--- src/rtl/riscv_ahb3lite_master_merge.sv ---
// Two-to-one AHB3-Lite master merge: instruction and data core masters share one bus.
// The losing master is stalled via its HREADY and its address phase is parked in a pending register.
module riscv_ahb3lite_master_merge #(
    parameter int XLEN = 32,
    parameter int PLEN = XLEN
) (
    input  logic            HRESETn,
    input  logic            HCLK,

    input  logic            ins_HSEL,
    input  logic [PLEN-1:0] ins_HADDR,
    input  logic [XLEN-1:0] ins_HWDATA,
    output logic [XLEN-1:0] ins_HRDATA,
    input  logic            ins_HWRITE,
    input  logic [2:0]      ins_HSIZE,
    input  logic [2:0]      ins_HBURST,
    input  logic [3:0]      ins_HPROT,
    input  logic [1:0]      ins_HTRANS,
    input  logic            ins_HMASTLOCK,
    output logic            ins_HREADY,
    output logic            ins_HRESP,

    input  logic            dat_HSEL,
    input  logic [PLEN-1:0] dat_HADDR,
    input  logic [XLEN-1:0] dat_HWDATA,
    output logic [XLEN-1:0] dat_HRDATA,
    input  logic            dat_HWRITE,
    input  logic [2:0]      dat_HSIZE,
    input  logic [2:0]      dat_HBURST,
    input  logic [3:0]      dat_HPROT,
    input  logic [1:0]      dat_HTRANS,
    input  logic            dat_HMASTLOCK,
    output logic            dat_HREADY,
    output logic            dat_HRESP,

    output logic            m_HSEL,
    output logic [PLEN-1:0] m_HADDR,
    output logic [XLEN-1:0] m_HWDATA,
    input  logic [XLEN-1:0] m_HRDATA,
    output logic            m_HWRITE,
    output logic [2:0]      m_HSIZE,
    output logic [2:0]      m_HBURST,
    output logic [3:0]      m_HPROT,
    output logic [1:0]      m_HTRANS,
    output logic            m_HMASTLOCK,
    input  logic            m_HREADY,
    input  logic            m_HRESP
);

    localparam logic       INS         = 1'b0;
    localparam logic       DAT         = 1'b1;
    localparam logic [1:0] HTRANS_IDLE = 2'b00;

    typedef struct packed {
        logic [PLEN-1:0] addr;
        logic            write;
        logic [2:0]      size;
        logic [2:0]      burst;
        logic [3:0]      prot;
        logic [1:0]      trans;
        logic            lock;
    } addr_phase_t;

    addr_phase_t [1:0] live;
    addr_phase_t [1:0] pend_ap_q;
    addr_phase_t       sel;

    logic [1:0] pend_q, pend_d;
    logic [1:0] xready, live_req, req, issue;
    logic       owner_q, owner_d, owner_hold;
    logic       downer_q, dvalid_q, lock_q;

    always_comb begin
        live[INS] = '{addr: ins_HADDR, write: ins_HWRITE, size: ins_HSIZE, burst: ins_HBURST,
                      prot: ins_HPROT, trans: ins_HTRANS, lock: ins_HMASTLOCK};
        live[DAT] = '{addr: dat_HADDR, write: dat_HWRITE, size: dat_HSIZE, burst: dat_HBURST,
                      prot: dat_HPROT, trans: dat_HTRANS, lock: dat_HMASTLOCK};
    end

    // A parked port is stalled; the data-phase owner sees the shared bus ready.
    always_comb begin
        for (int i = 0; i < 2; i++) begin
            xready[i]   = pend_q[i] ? 1'b0 : ((downer_q == 1'(i)) ? m_HREADY : 1'b1);
            live_req[i] = live[i].trans[1] & xready[i];
        end
    end

    assign req        = pend_q | live_req;
    assign owner_hold = lock_q | live[owner_q].trans[0];

    always_comb begin
        owner_d = owner_q;
        if (!owner_hold) begin
            if (req[DAT])      owner_d = DAT;
            else if (req[INS]) owner_d = INS;
        end
    end

    always_comb begin
        for (int i = 0; i < 2; i++) begin
            issue[i] = m_HREADY & (owner_d == 1'(i)) & req[i];
        end
        pend_d = (pend_q | live_req) & ~issue;
    end

    always_comb begin
        sel = pend_q[owner_d] ? pend_ap_q[owner_d] : live[owner_d];
        if (!sel.trans[1]) begin
            sel.trans = HTRANS_IDLE;
            sel.lock  = 1'b0;
        end
    end

    always_ff @(posedge HCLK or negedge HRESETn) begin
        if (!HRESETn) begin
            pend_q   <= 2'b00;
            owner_q  <= DAT;
            downer_q <= DAT;
            dvalid_q <= 1'b0;
            lock_q   <= 1'b0;
        end else begin
            pend_q <= pend_d;
            if (m_HREADY) begin
                owner_q  <= owner_d;
                downer_q <= owner_d;
                dvalid_q <= m_HTRANS[1];
                lock_q   <= m_HMASTLOCK;
            end
        end
    end

    // NOTE: the parked payload needs no reset; it is only observed while its pend_q flag is set.
    always_ff @(posedge HCLK) begin
        for (int i = 0; i < 2; i++) begin
            if (live_req[i] && !issue[i]) pend_ap_q[i] <= live[i];
        end
    end

    assign m_HADDR     = sel.addr;
    assign m_HWRITE    = sel.write;
    assign m_HSIZE     = sel.size;
    assign m_HBURST    = sel.burst;
    assign m_HPROT     = sel.prot;
    assign m_HTRANS    = sel.trans;
    assign m_HMASTLOCK = sel.lock;
    assign m_HSEL      = sel.trans[1];
    assign m_HWDATA    = (downer_q == DAT) ? dat_HWDATA : ins_HWDATA;

    assign ins_HRDATA = m_HRDATA;
    assign dat_HRDATA = m_HRDATA;
    assign ins_HREADY = xready[INS];
    assign dat_HREADY = xready[DAT];
    assign ins_HRESP  = (downer_q == INS) ? m_HRESP : 1'b0;
    assign dat_HRESP  = (downer_q == DAT) ? m_HRESP : 1'b0;

    logic unused_inputs;
    assign unused_inputs = ^{ins_HSEL, dat_HSEL, dvalid_q};

endmodule

--- config.mk ---
export PLATFORM = sky130hd
export DESIGN_NAME = riscv_ahb3lite_master_merge
export DESIGN_NICKNAME = d
export VERILOG_FILES = /design/src/rtl/riscv_ahb3lite_master_merge.sv
export SDC_FILE = /design/constraint.sdc
export NUM_CORES = 1
export LEC_CHECK = 0
export ABC_AREA = 1
export BUFFER_PORTS_ARGS = -buffer_cell sky130_fd_sc_hd__buf_2
export CAP_MARGIN = 20
export CORE_AREA = 2 2 134 136
export DETAILED_ROUTE_END_ITERATION = 8
export DIE_AREA = 0 0 136 138
export SLEW_MARGIN = 25
export SYNTH_ARGS = -nofsm -noshare
export SYNTH_HDL_FRONTEND = slang
export SYNTH_SLANG_ARGS = --single-unit
--- constraint.sdc ---
create_clock -name HCLK -period 8.7 [get_ports HCLK]
set_input_delay 2.61 -clock HCLK [delete_from_list [all_inputs] [get_ports HCLK]]
set_output_delay 2.61 -clock HCLK [all_outputs]
set_load 0.01 [all_outputs]
== Word level (Yosys, flattened, before mapping) ==
Index checks and enable logic that the tools add are counted.

* Register bits after elaboration: 96
* Output and inout port bits: 147
* Logic and storage cells: 54
* Bits of input ports: 194

* Reductions and logical operators: 4
* $lt $le $gt $ge: 2
* Muxes and demuxes: 20
* Bitwise logic cells: 11

{| class="wikitable"
|+ Operators with widths
! cell !! count
|-
| $mux W46 || 5
|-
| $mux W32 || 1
|-
| $mux W1 || 11
|-
| $and A1 B1 Y1 || 6
|-
| $lt A1 B2 Y1 const B || 2
|-
| $mux W2 || 2
|-
| $mux W3 || 1
|-
| $and A2 B2 Y2 || 1
|-
| $logic_and A1 B1 Y1 || 2
|-
| $logic_not A1 Y1 || 2
|-
| $not A2 Y2 || 1
|-
| $or A2 B2 Y2 || 1
|-
| $not A1 Y1 || 1
|-
| $or A1 B1 Y1 || 1
|}

== Logic depth before layout (Yosys ltp) ==
Gate-level depths: netlist of run 1.

* Depth in word-level cells: 12
* Gate-level depth with buffers: 14

== Worst setup path after synthesis of run 1 ==
OpenSTA, ideal clock, no wires.

* Kind: input to output
* From: input port dat_HTRANS[0]
* To: output port m_HBURST[1]
* Path buffers: 1
* Arrival time: 3779 ps
* Path slack: 2311 ps
* Stages on the path: 7
* Required time: 6090 ps
* Cell sequence: a21oi_1 and2_1 nand2_4 nand3_2 nand2_2 buf_2 o31ai_1

* Cells in the longest elaborated chain, start to end: 7
* Elaborated cells on any way between the ends: 11

{| class="wikitable"
|+ Ends and longest elaborated chain
! what !! line !! text
|-
| start: declaration || 31 || <nowiki>input logic [1:0] dat_HTRANS,</nowiki>
|-
| $mux W2 (not written as such) (*) (2 in a row) || 89 || <nowiki>assign owner_hold = lock_q | live[owner_q].trans[0];</nowiki>
|-
| $or A1 B1 Y1 (*) || 89 ||
|-
| $mux W1 (*) || 93 || <nowiki>if (!owner_hold) begin</nowiki>
|-
| $mux W46 (not written as such) or $mux W1 (tied branches) (2 in a row) || 107 || <nowiki>sel = pend_q[owner_d] ? pend_ap_q[owner_d] : live[owner_d];</nowiki>
|-
| $mux W46 (*) || 107 ||
|-
| end: declaration || 42 || <nowiki>output logic [2:0] m_HBURST,</nowiki>
|}

Mark *: on every way between the ends. The rest lies on a longest branch, timed or not. The select of a mux whose other input is x is not followed.

== Worst setup path after layout of run 1 ==
* From: input port m_HREADY
* To: output port m_HADDR[26]

* Cells in the longest elaborated chain, start to end: 10
* Elaborated cells on any way between the ends: 17

{| class="wikitable"
|+ Ends and longest elaborated chain
! what !! line !! text
|-
| start: declaration || 46 || <nowiki>input logic m_HREADY,</nowiki>
|-
| $mux W1 (2 in a row) || 83 || <nowiki>xready[i] = pend_q[i] ? 1'b0 : ((downer_q == 1'(i)) ? m_HREADY : 1'b1);</nowiki>
|-
| $and A1 B1 Y1 || 84 || <nowiki>live_req[i] = live[i].trans[1] & xready[i];</nowiki>
|-
| $or A2 B2 Y2 (*) || 88 || <nowiki>assign req = pend_q | live_req;</nowiki>
|-
| $mux W1 || 95 || <nowiki>else if (req[INS]) owner_d = INS;</nowiki>
|-
| $mux W1 (*) || 94 || <nowiki>if (req[DAT]) owner_d = DAT;</nowiki>
|-
| $mux W1 (*) || 93 ||
|-
| $mux W46 (not written as such) or $mux W1 (tied branches) (2 in a row) || 107 ||
|-
| $mux W46 (*) || 107 ||
|-
| end: declaration || 37 || <nowiki>output logic [PLEN-1:0] m_HADDR,</nowiki>
|}

Marks and branches as above.

==> summary.txt, run 1 <==
Run status
  • Status: completed

STA
  • Fin. Hold Viols: 0
  • Fin crit period: 7490 ps
  • Final-report setup violation count: 0
  • Setup TNS: 0 ps
  • Normalized max-slew margin: 0.369
  • Min Hold Slack: 492 ps
  • Measured slew at the worst slew-check pin: 947 ps
  • RSZ-0062 raised after global routing: false
  • Slew Limit Fails: 0
  • Layout Skew: 12.6 ps
  • Fmax: 134 MHz
  • Final Cycle Share: 0.861

Logic synthesis
  • Yosys cell types: 25
  • Average cell area after synthesis: 8.63 um^2
  • Async SR Flop Fraction: 0.0417
  • Main synth FF type: edfxtp_1
  • Syn_nets: 861
  • Mapped Cells: 667
  • Synth Warn #: 0
  • Post-synth EDFFs: 92
  • Register area share after synthesis: 0.498
  • Seq cells post-synth: 96
  • Cell area after synthesis: 0.00575 mm^2

Setup path
  • Startpoint types: primary input
  • Critical path type: primary input to output port
  • CP endpoint kind: output port
  • Crit path required time: 6090 ps
  • Crit path max fanout: 89
  • WP data arrival: 4880 ps
  • Register-to-register setup slack: 4370 ps

Drt
  • Initial drt markers: 191
  • Routed vias: 4639
  • Post-route antenna net violation count: 0
  • M1 WL: 6430 um
  • WL met2: 6750 um
  • Met3 WL: 818 um
  • 1st-pass router iterations: 4
  • Final WL: 14300 um
  • Via density: 4.38
  • Routed len/inst: 13.5 um
  • DRC violations left: 0
  • Max layer used: met5

Global routing
  • Pin count of the biggest net entering global routing: 90
  • Number of global-route vias before repair: 4429
  • Total track usage: 0.152
  • GRT overflow: 0
  • Global-route wire length before repair: 22500 um
  • Initial antenna violation count: 1

Layout
  • Nets: 1019
  • Design area: 0.00688 mm^2
  • Area growth, synth to finish: 19.6%
  • Layout cells sized above 1: 0.376
  • Utilization after layout: 0.392
  • N_diodes: 0

Placement
  • Routability cong.: 0.740
  • IO Port Bufs: 242
  • DP Area: 0.00658 mm^2
  • HPWL Detailed: 9690 um

Worst hold path
  • Worst Hold Class: flop to flop

Clock network
  • CTS clk-pin slew, worst paths: 70 ps
  • CTS Buffer Depth: 2
  • Clock root buffer: clkbuf_16
  • Post-CTS setup buffers: 0
  • Clk_lat worst skew: 350 ps
  • CTS tree: done
  • Max H-tree Level: 3
  • Resized cells post-CTS: 0
  • CTS Hold Buffers Added: 0
  • CTS Buf Count: 9
  • Clock sinks: 96

Die
  • Core Box Area: 0.0175 mm^2
  • Io pins: 341
  • Die Span X: 136 um
  • Num rows: 49
  • Die Y: 138 um
  • DIE AREA: 0.0188 mm^2
  • Initial Utilization: 0.328

Pwr
  • P_leak: 0.00335 uW
  • Power, Total: 2750 uW
  • PwrDens: 400 mW/mm^2
  • Max VDD drop: 219 uV

Flow run
  • Max-Cap Viols: 0
-- area by class of cell --
cell class,count,area [um^2]
multi-input combinational,458,2130
fill,1803,10700
timing repair buffer,247,1250
clock inverter,7,76.3
clock buffer,9,225
inverter,13,51.3
sequential,96,2860
tap,229,287
-- routing by layer --
layer / vias up / global-route usage
met2: 125 / 0.249
met1: 2070 / 0.196
met3: 33 / 0.0334
li1: 2409 / -
met4: 2 / 0.0581
met5: - / 0
-- sequential cells by signal, indices dropped and copies added (netlist names) --
name       cells
downer_q       1
pend_ap_q     92
lock_q         1
pend_q         2
-- synth_stat cells, types with 3 or more instances --
library cell,number,area share
nor2_1,89,0.058
buf_2,13,0.011
nand2_4,3,0.0059
clkbuf_1,7,0.0046
buf_6,7,0.014
o31ai_2,35,0.076
nand3_1,6,0.0052
o31ai_1,8,0.010
buf_4,72,0.094
nand2_1,306,0.20
dfrtp_1,3,0.013
inv_1,10,0.0065
edfxtp_1,92,0.48
-- critical path: stages --
cell and delay, ps:
buf_2 140, nor2_1 70, o21bai_2 170, nand2_1 110, nand2_4 120, nand2_4 270, inv_4 770, nand2_1 130
nand2_1 110, nand2_1 60, o31ai_2 80, buf_2 170
-- per-stage QoR --
step | std cells | setup WS, ps
6_report | 1059 | 1210
5_1_grt | 1059 | 869
3_3_place_gp | 1043 | 1140
4_1_cts | 1059 | 1150
3_5_place_dp | 1043 | 1160
2_1_floorplan | 667 | 2310
-- worst paths after layout --
| check | depth (start not counted) | from | end |
|---|---|---|---|
| setup reg to reg | 10 | downer_q | pend_ap_q[19] |
| setup / recovery | 12 | m_HREADY | m_HADDR[26] |
| hold reg to reg | 2 | lock_q | lock_q |
| max in group asynchronous | 1 | HRESETn | downer_q |
| hold / removal | 2 | lock_q | lock_q |
| min in group asynchronous | 1 | HRESETn | pend_q[1] |
-- power by group --
group / internal, uW / total [uW] / switching, uW
sequential: 618 / 664 / 46.0
combinational: 597 / 1680 / 1080
clock: 226 / 409 / 183
-- placed cells by master (no fill, tap or decap), types with 3 or more instances in the layout --
master       n
buf_2      242
buf_4        5
clkbuf_16    9
dfrtp_1      3
edfxtp_1    92
inv_1        8
inv_2        4
nand2_1    306
nand2_4      4
nand3_1      6
nor2_1      89
o31ai_1      8
o31ai_2     35
-- kinds of logic (layout without fill, tap and decap cells) --
logic type / count (synthesis) / count (layout) / share of synthesized area
simple gates: 410 / 410 / 0.277
buf+inv: 113 / 276 / 0.133
flops: 96 / 96 / 0.498
compound gates: 48 / 48 / 0.0924
Power figures use the tool's default switching activity.
==> run 2, diff against run 1 <==
Settings changed: PLACE_DENSITY_LB_ADDON set to 0.12.
==> run 2 against run 1 <==
Sequential share of layout area is 0.091 points lower. Fmax is 0.87% lower. Sequential power hardly changed. Via count is 4.4% higher. Worst hold slack worse by 1.5 ps. Setup slack worse by 66 ps. Utilization is 0.086 points higher.
==> summary.txt, run 2 (synthesized netlist as in run 1, its figures left out) <==
Global routing
  • Total track usage: 0.163 (+0.0110)
  • Pin count of the biggest net entering global routing: 60 (-33%)
  • Initial antenna violation count: 0 (-1)
  • Number of global-route vias before repair: 4385 (-0.99%)
  • Global-route wire length before repair: 23900 um (+6.2%)
  • GRT overflow: 0 (unchanged)

Drt
  • 1st-pass router iterations: 5 (+1)
  • Initial drt markers: 249 (+30%)
  • Post-route antenna net violation count: 0 (unchanged)
  • Via density: 4.56 (+4.2%)
  • Routed len/inst: 15.0 um (+11%)
  • Routed vias: 4843 (+4.4%)
  • DRC violations left: 0 (unchanged)
  • Final WL: 15900 um (+11%)

Setup path
  • CP max stage delay: 580 ps (-190 ps)
  • WP data arrival: 4950 ps (+70 ps)
  • Buf+Inv Stages, Crit Path: 4 (+1)
  • CP Cell Sequence: buf_2 > nor2_1 > o21bai_2 > nand2_1 > nand2_4 > nand2_4 > inv_4 > buf_12 > nor2_1 > o31ai_2 > buf_2
  • Crit path required time: 6090 ps (about the same)
  • CP max stage cell: inv_4
  • Startpoint types: primary input
  • Crit path max fanout: 50 (-44%)
  • CP delay by family, top: buffers and inverters
  • Critical path type: primary input to output port
  • CP endpoint kind: output port

STA
  • Setup TNS: 0 ps (unchanged)
  • Fin crit period: 7560 ps (+66.1 ps)
  • Final-report setup violation count: 0 (unchanged)
  • Fin. Hold Viols: 0 (unchanged)
  • Setup ws final: 1140 ps (-66.1 ps)
  • Layout Skew: 6.76 ps (-5.82 ps)
  • Normalized max-slew margin: 0.443 (+0.0745)
  • RSZ-0062 raised after global routing: false
  • Final Cycle Share: 0.869 (+0.00760)
  • Slew Limit Fails: 0 (unchanged)
  • Fmax: 132 MHz (-0.87%)
  • Measured slew at the worst slew-check pin: 835 ps (-112 ps)

Placement
  • Pre-CTS worst setup slack: 1080 ps (-78.6 ps)
  • Inst Count DP: 1044 (+0.096%)
  • IO Port Bufs: 242 (unchanged)
  • Routability cong.: 0.793 (+7.2%)
  • HPWL Detailed: 11100 um (+15%)

Clock network
  • Clock root buffer: clkbuf_16
  • Max H-tree Level: 3 (unchanged)
  • CTS tree: done
  • Resized cells post-CTS: 0 (unchanged)
  • CTS Buf Count: 9 (unchanged)
  • Clock sinks: 96 (unchanged)
  • Post-CTS setup buffers: 0 (unchanged)
  • CTS Buffer Depth: 2 (unchanged)
  • Clk_lat worst skew: 340 ps (about the same)
  • CTS clk-pin slew, worst paths: 70 ps (about the same)
  • CTS Hold Buffers Added: 0 (unchanged)

Layout
  • Footprint of the multi-input gates: 0.00213 mm^2 (unchanged)
  • Top Registers: pend_ap_q: 92 flops, pend_q: 2 flops
  • Largest register FFs: 92 (unchanged)
  • Area growth, synth to finish: 19.9%
  • Biggest register: pend_ap_q
  • Fill cells: 1831 (+1.6%)
  • Layout cells sized above 1: 0.375 (-0.000452)
  • Nets: 1020 (+0.098%)
  • Utilization after layout: 0.393 (+0.000856)
  • Most frequent cells in the layout: nand2_1 (306), buf_2 (242), edfxtp_1 (92), nor2_1 (89), o31ai_2 (35)
  • Post-route insts no fill: 1061 (+0.19%)
  • Leading cell type in the layout, fill and taps excluded: nand2_1
  • Seq. cell area: 0.00286 mm^2 (unchanged)

Die
  • Die Span X: 136 um (unchanged)
  • DIE AREA: 0.0188 mm^2 (unchanged)
  • Core Box Area: 0.0175 mm^2 (unchanged)
  • Initial Utilization: 0.328 (unchanged)
  • Die Y: 138 um (unchanged)
  • Num rows: 49 (unchanged)
  • Io pins: 341 (unchanged)

Pwr
  • PwrDens: 404 mW/mm^2 (+0.99%)
  • P_leak: 0.00336 uW (+0.15%)
  • Max VDD drop: 240 uV (+9.3%)

Flow run
  • Max-Cap Viols: 0 (unchanged)

Worst hold path
  • Worst Hold Class: flop to flop

Run status
  • Status: completed
==> run 2: power by group <==
group | leakage [uW] | internal [uW] | total [uW] | switching [uW]
logic | 0.00232 | 607 | 1720 | 1120
registers | 0.000897 | 618 | 665 | 47.2
clock network | 0.000144 | 223 | 398 | 175
total | 0.00336 | 1450 | 2790 | 1340
==> run 2: routing by layer <==
metal	GRT usage	vias to the layer above	part of all wire
met5	0	-	0
met3	0.0444	24	0.072
li1	-	2414	-
met1	0.214	2210	0.43
met2	0.266	195	0.48
met4	0.0444	0	0.010
==> run 2: metrics by stage <==
step | hold slack, ps | power [uW] | cell area, um^2
2_1_floorplan | 449 | 1930 | 5750
3_3_place_gp | 471 | 2420 | 6600
3_5_place_dp | 478 | 2440 | 6600
4_1_cts | 497 | 2850 | 6890
5_1_grt | 509 | 3030 | 6890
6_report | 491 | 2790 | 6900
==> run 2: tightest hold or removal path: cells and delay by family, from the launching register on <==
| family | cells | cell delay, ps |
|---|---|---|
| AND/OR/NAND/NOR | 2 | 110 |
| flip-flops | 1 | 350 |
==> run 2: worst paths after layout <==
path / from / to / slack, ps / cells after the start
hold / removal: lock_q / lock_q / 490 / 2
hold reg to reg: lock_q / lock_q / 490 / 2
setup reg to reg: downer_q / pend_ap_q[28] / 4440 / 10
max in group asynchronous: HRESETn / downer_q / 6430 / 1
setup / recovery: m_HREADY / m_HADDR[17] / 1140 / 11
min in group asynchronous: HRESETn / pend_q[0] / 2070 / 1
==> run 2: final cells by class <==
class	instances	area share
inverters	13	0.00744
multi-input cells	458	0.309
clock inverters	7	0.00998
flip-flops and latches	96	0.415
repair buffers	248	0.184
diodes	1	0.000363
well taps	229	0.0415
clock buffers	9	0.0327
==> run 3, diff against run 2 <==
Settings changed: MAX_ROUTING_LAYER set to met4.
==> run 3 against run 2 <==
Global-route usage grew 0.43 points. Clock skew up 0.87 ps. Via count is 0.19% lower. Combinational power is essentially flat. Clock power barely moved. Sequential power hardly changed.
==> summary.txt, run 3 (synthesized netlist as in run 1, its figures left out) <==
Clock network
  • Clock root buffer: clkbuf_16
  • CTS Buffer Depth: 2 (unchanged)
  • CTS tree: done
  • CTS clk-pin slew, worst paths: 70 ps (about the same)
  • Max H-tree Level: 3 (unchanged)
  • Post-CTS setup buffers: 0 (unchanged)
  • Clock sinks: 96 (unchanged)
  • CTS Buf Count: 9 (unchanged)
  • CTS Hold Buffers Added: 0 (unchanged)
  • Clk_lat worst skew: 340 ps (about the same)
  • Resized cells post-CTS: 0 (unchanged)

Setup path
  • Setup crit start: m_HREADY
  • CP max stage delay: 570 ps (about the same)
  • WP data arrival: 4940 ps (about the same)
  • CP endpoint kind: output port
  • Crit path depth: 13 (+2)
  • Most common cell on crit path: nand2_1
  • Crit path max fanout: 50 (unchanged)
  • Critical path type: primary input to output port
  • R2r startpoint: downer_q
  • CP delay by family, top: buffers and inverters
  • Crit path required time: 6090 ps (about the same)
  • CP Cell Sequence: buf_2 > nor2_1 > o21bai_2 > nand2_1 > nand2_4 > nand2_4 > inv_4 > buf_12 > nand2_1 > nand2_1 > nand2_1 > o31ai_2 > buf_2
  • Startpoint types: primary input
  • Buf+Inv Stages, Crit Path: 4 (unchanged)
  • Reg2reg path depth: 10 (unchanged)
  • CP max stage cell: inv_4

Run status
  • Status: completed

Placement
  • HPWL Detailed: 11100 um (unchanged)
  • IO Port Bufs: 242 (unchanged)
  • Routability cong.: 0.805 (+1.4%)
  • DP Area: 0.00660 mm^2 (unchanged)

Layout
  • N_diodes: 0 (-1)
  • Layout cells sized above 1: 0.375 (unchanged)
  • Biggest register: pend_ap_q
  • Design area: 0.00689 mm^2 (about the same)
  • Utilization after layout: 0.393 (about the same)
  • Fill cells: 1832 (+0.055%)
  • Nets: 1020 (unchanged)
  • Largest register FFs: 92 (unchanged)
  • Area growth, synth to finish: 19.8% (about the same)
  • Most frequent cells in the layout: nand2_1 (306), buf_2 (242), edfxtp_1 (92), nor2_1 (89), o31ai_2 (35)
  • Leading cell type in the layout, fill and taps excluded: nand2_1
  • Top Registers: pend_ap_q: 92 flops, pend_q: 2 flops

STA
  • Fin crit period: 7550 ps (-8.97 ps)
  • Fin. Hold Viols: 0 (unchanged)
  • Slew Limit Fails: 0 (unchanged)
  • Normalized max-slew margin: 0.447 (+0.00379)
  • Final Cycle Share: 0.868 (-0.00103)
  • Final-report setup violation count: 0 (unchanged)
  • RSZ-0062 raised after global routing: false
  • Fmax: 132 MHz (+0.12%)
  • Measured slew at the worst slew-check pin: 829 ps (-5.69 ps)
  • Setup TNS: 0 ps (unchanged)
  • Layout Skew: 7.64 ps (+0.873 ps)

Pwr
  • Max VDD drop: 239 uV (-0.30%)
  • Power, Total: 2790 uW (about the same)
  • PwrDens: 404 mW/mm^2 (about the same)
  • P_leak: 0.00336 uW (about the same)

Global routing
  • Total track usage: 0.168 (+0.00434)
  • GRT overflow: 0 (unchanged)
  • Number of global-route vias before repair: 4397 (+0.27%)
  • Initial antenna violation count: 0 (unchanged)
  • Pin count of the biggest net entering global routing: 60 (unchanged)
  • Global-route wire length before repair: 23900 um (-0.20%)

Die
  • Io pins: 341 (unchanged)
  • Die Span X: 136 um (unchanged)
  • Die Y: 138 um (unchanged)
  • Initial Utilization: 0.328 (unchanged)
  • Num rows: 49 (unchanged)
  • Core Box Area: 0.0175 mm^2 (unchanged)
  • DIE AREA: 0.0188 mm^2 (unchanged)

Drt
  • 1st-pass router iterations: 5 (unchanged)
  • Via density: 4.56 (about the same)
  • DRC violations left: 0 (unchanged)
  • Initial drt markers: 272 (+9.2%)
  • Routed len/inst: 15.0 um (+0.26%)
  • Routed vias: 4834 (-0.19%)
  • Post-route antenna net violation count: 0 (unchanged)
  • Final WL: 15900 um (+0.17%)

Worst hold path
  • Worst Hold Class: flop to flop
  • Hold path start: lock_q
  • Hold path depth: 2 (unchanged)

Flow run
  • Max-Cap Viols: 0 (unchanged)
==> run 3: through the flow <==
step,worst slack [ps],std cells,hold slack [ps]
2_1_floorplan,2310,667,449
3_3_place_gp,1100,1044,471
3_5_place_dp,1080,1044,478
4_1_cts,1080,1060,497
5_1_grt,870,1060,509
6_report,1150,1060,491
==> run 3: path summary, 6_finish.rpt <==
path | slack, ps | to
max in group asynchronous | 6430 | downer_q
min in group asynchronous | 2060 | lock_q
max | 1150 | m_HADDR[9]
min reg2reg | 490 | lock_q
max reg2reg | 4450 | pend_ap_q[28]
min | 490 | lock_q
==> run 3: where the power goes <==
| group | switching, uW | leakage, uW | internal (uW) |
|---|---|---|---|
| logic | 1120 | 0.00232 | 607 |
| registers | 46.6 | 0.000897 | 618 |
| clock network | 175 | 0.000144 | 223 |
==> run 3: layer usage <==
layer	routed length (um)	global-route usage	vias to the layer above
met1	7030	0.215	2216
met2	7700	0.267	183
met3	993	0.0381	22
met5	0	-	-
met4	172	0.0444	0
li1	-	-	2413
==> run 3: layout make-up <==
| cell class | count | area (um^2) | share of cell area |
|---|---|---|---|
| clock buffer | 9 | 225 | 0.0327 |
| clock inverter | 7 | 68.8 | 0.00998 |
| inverter | 13 | 51.3 | 0.00744 |
| multi-input combinational | 458 | 2130 | 0.309 |
| sequential | 96 | 2860 | 0.415 |
| tap | 229 | 287 | 0.0416 |
| timing repair buffer | 248 | 1270 | 0.184 |
==> run 3: worst min-delay path, delay by kind of cell, from the launching register on <==
family / cells / cell delay, ps
DFF: 1 / 350
and+or+nand+nor: 2 / 110
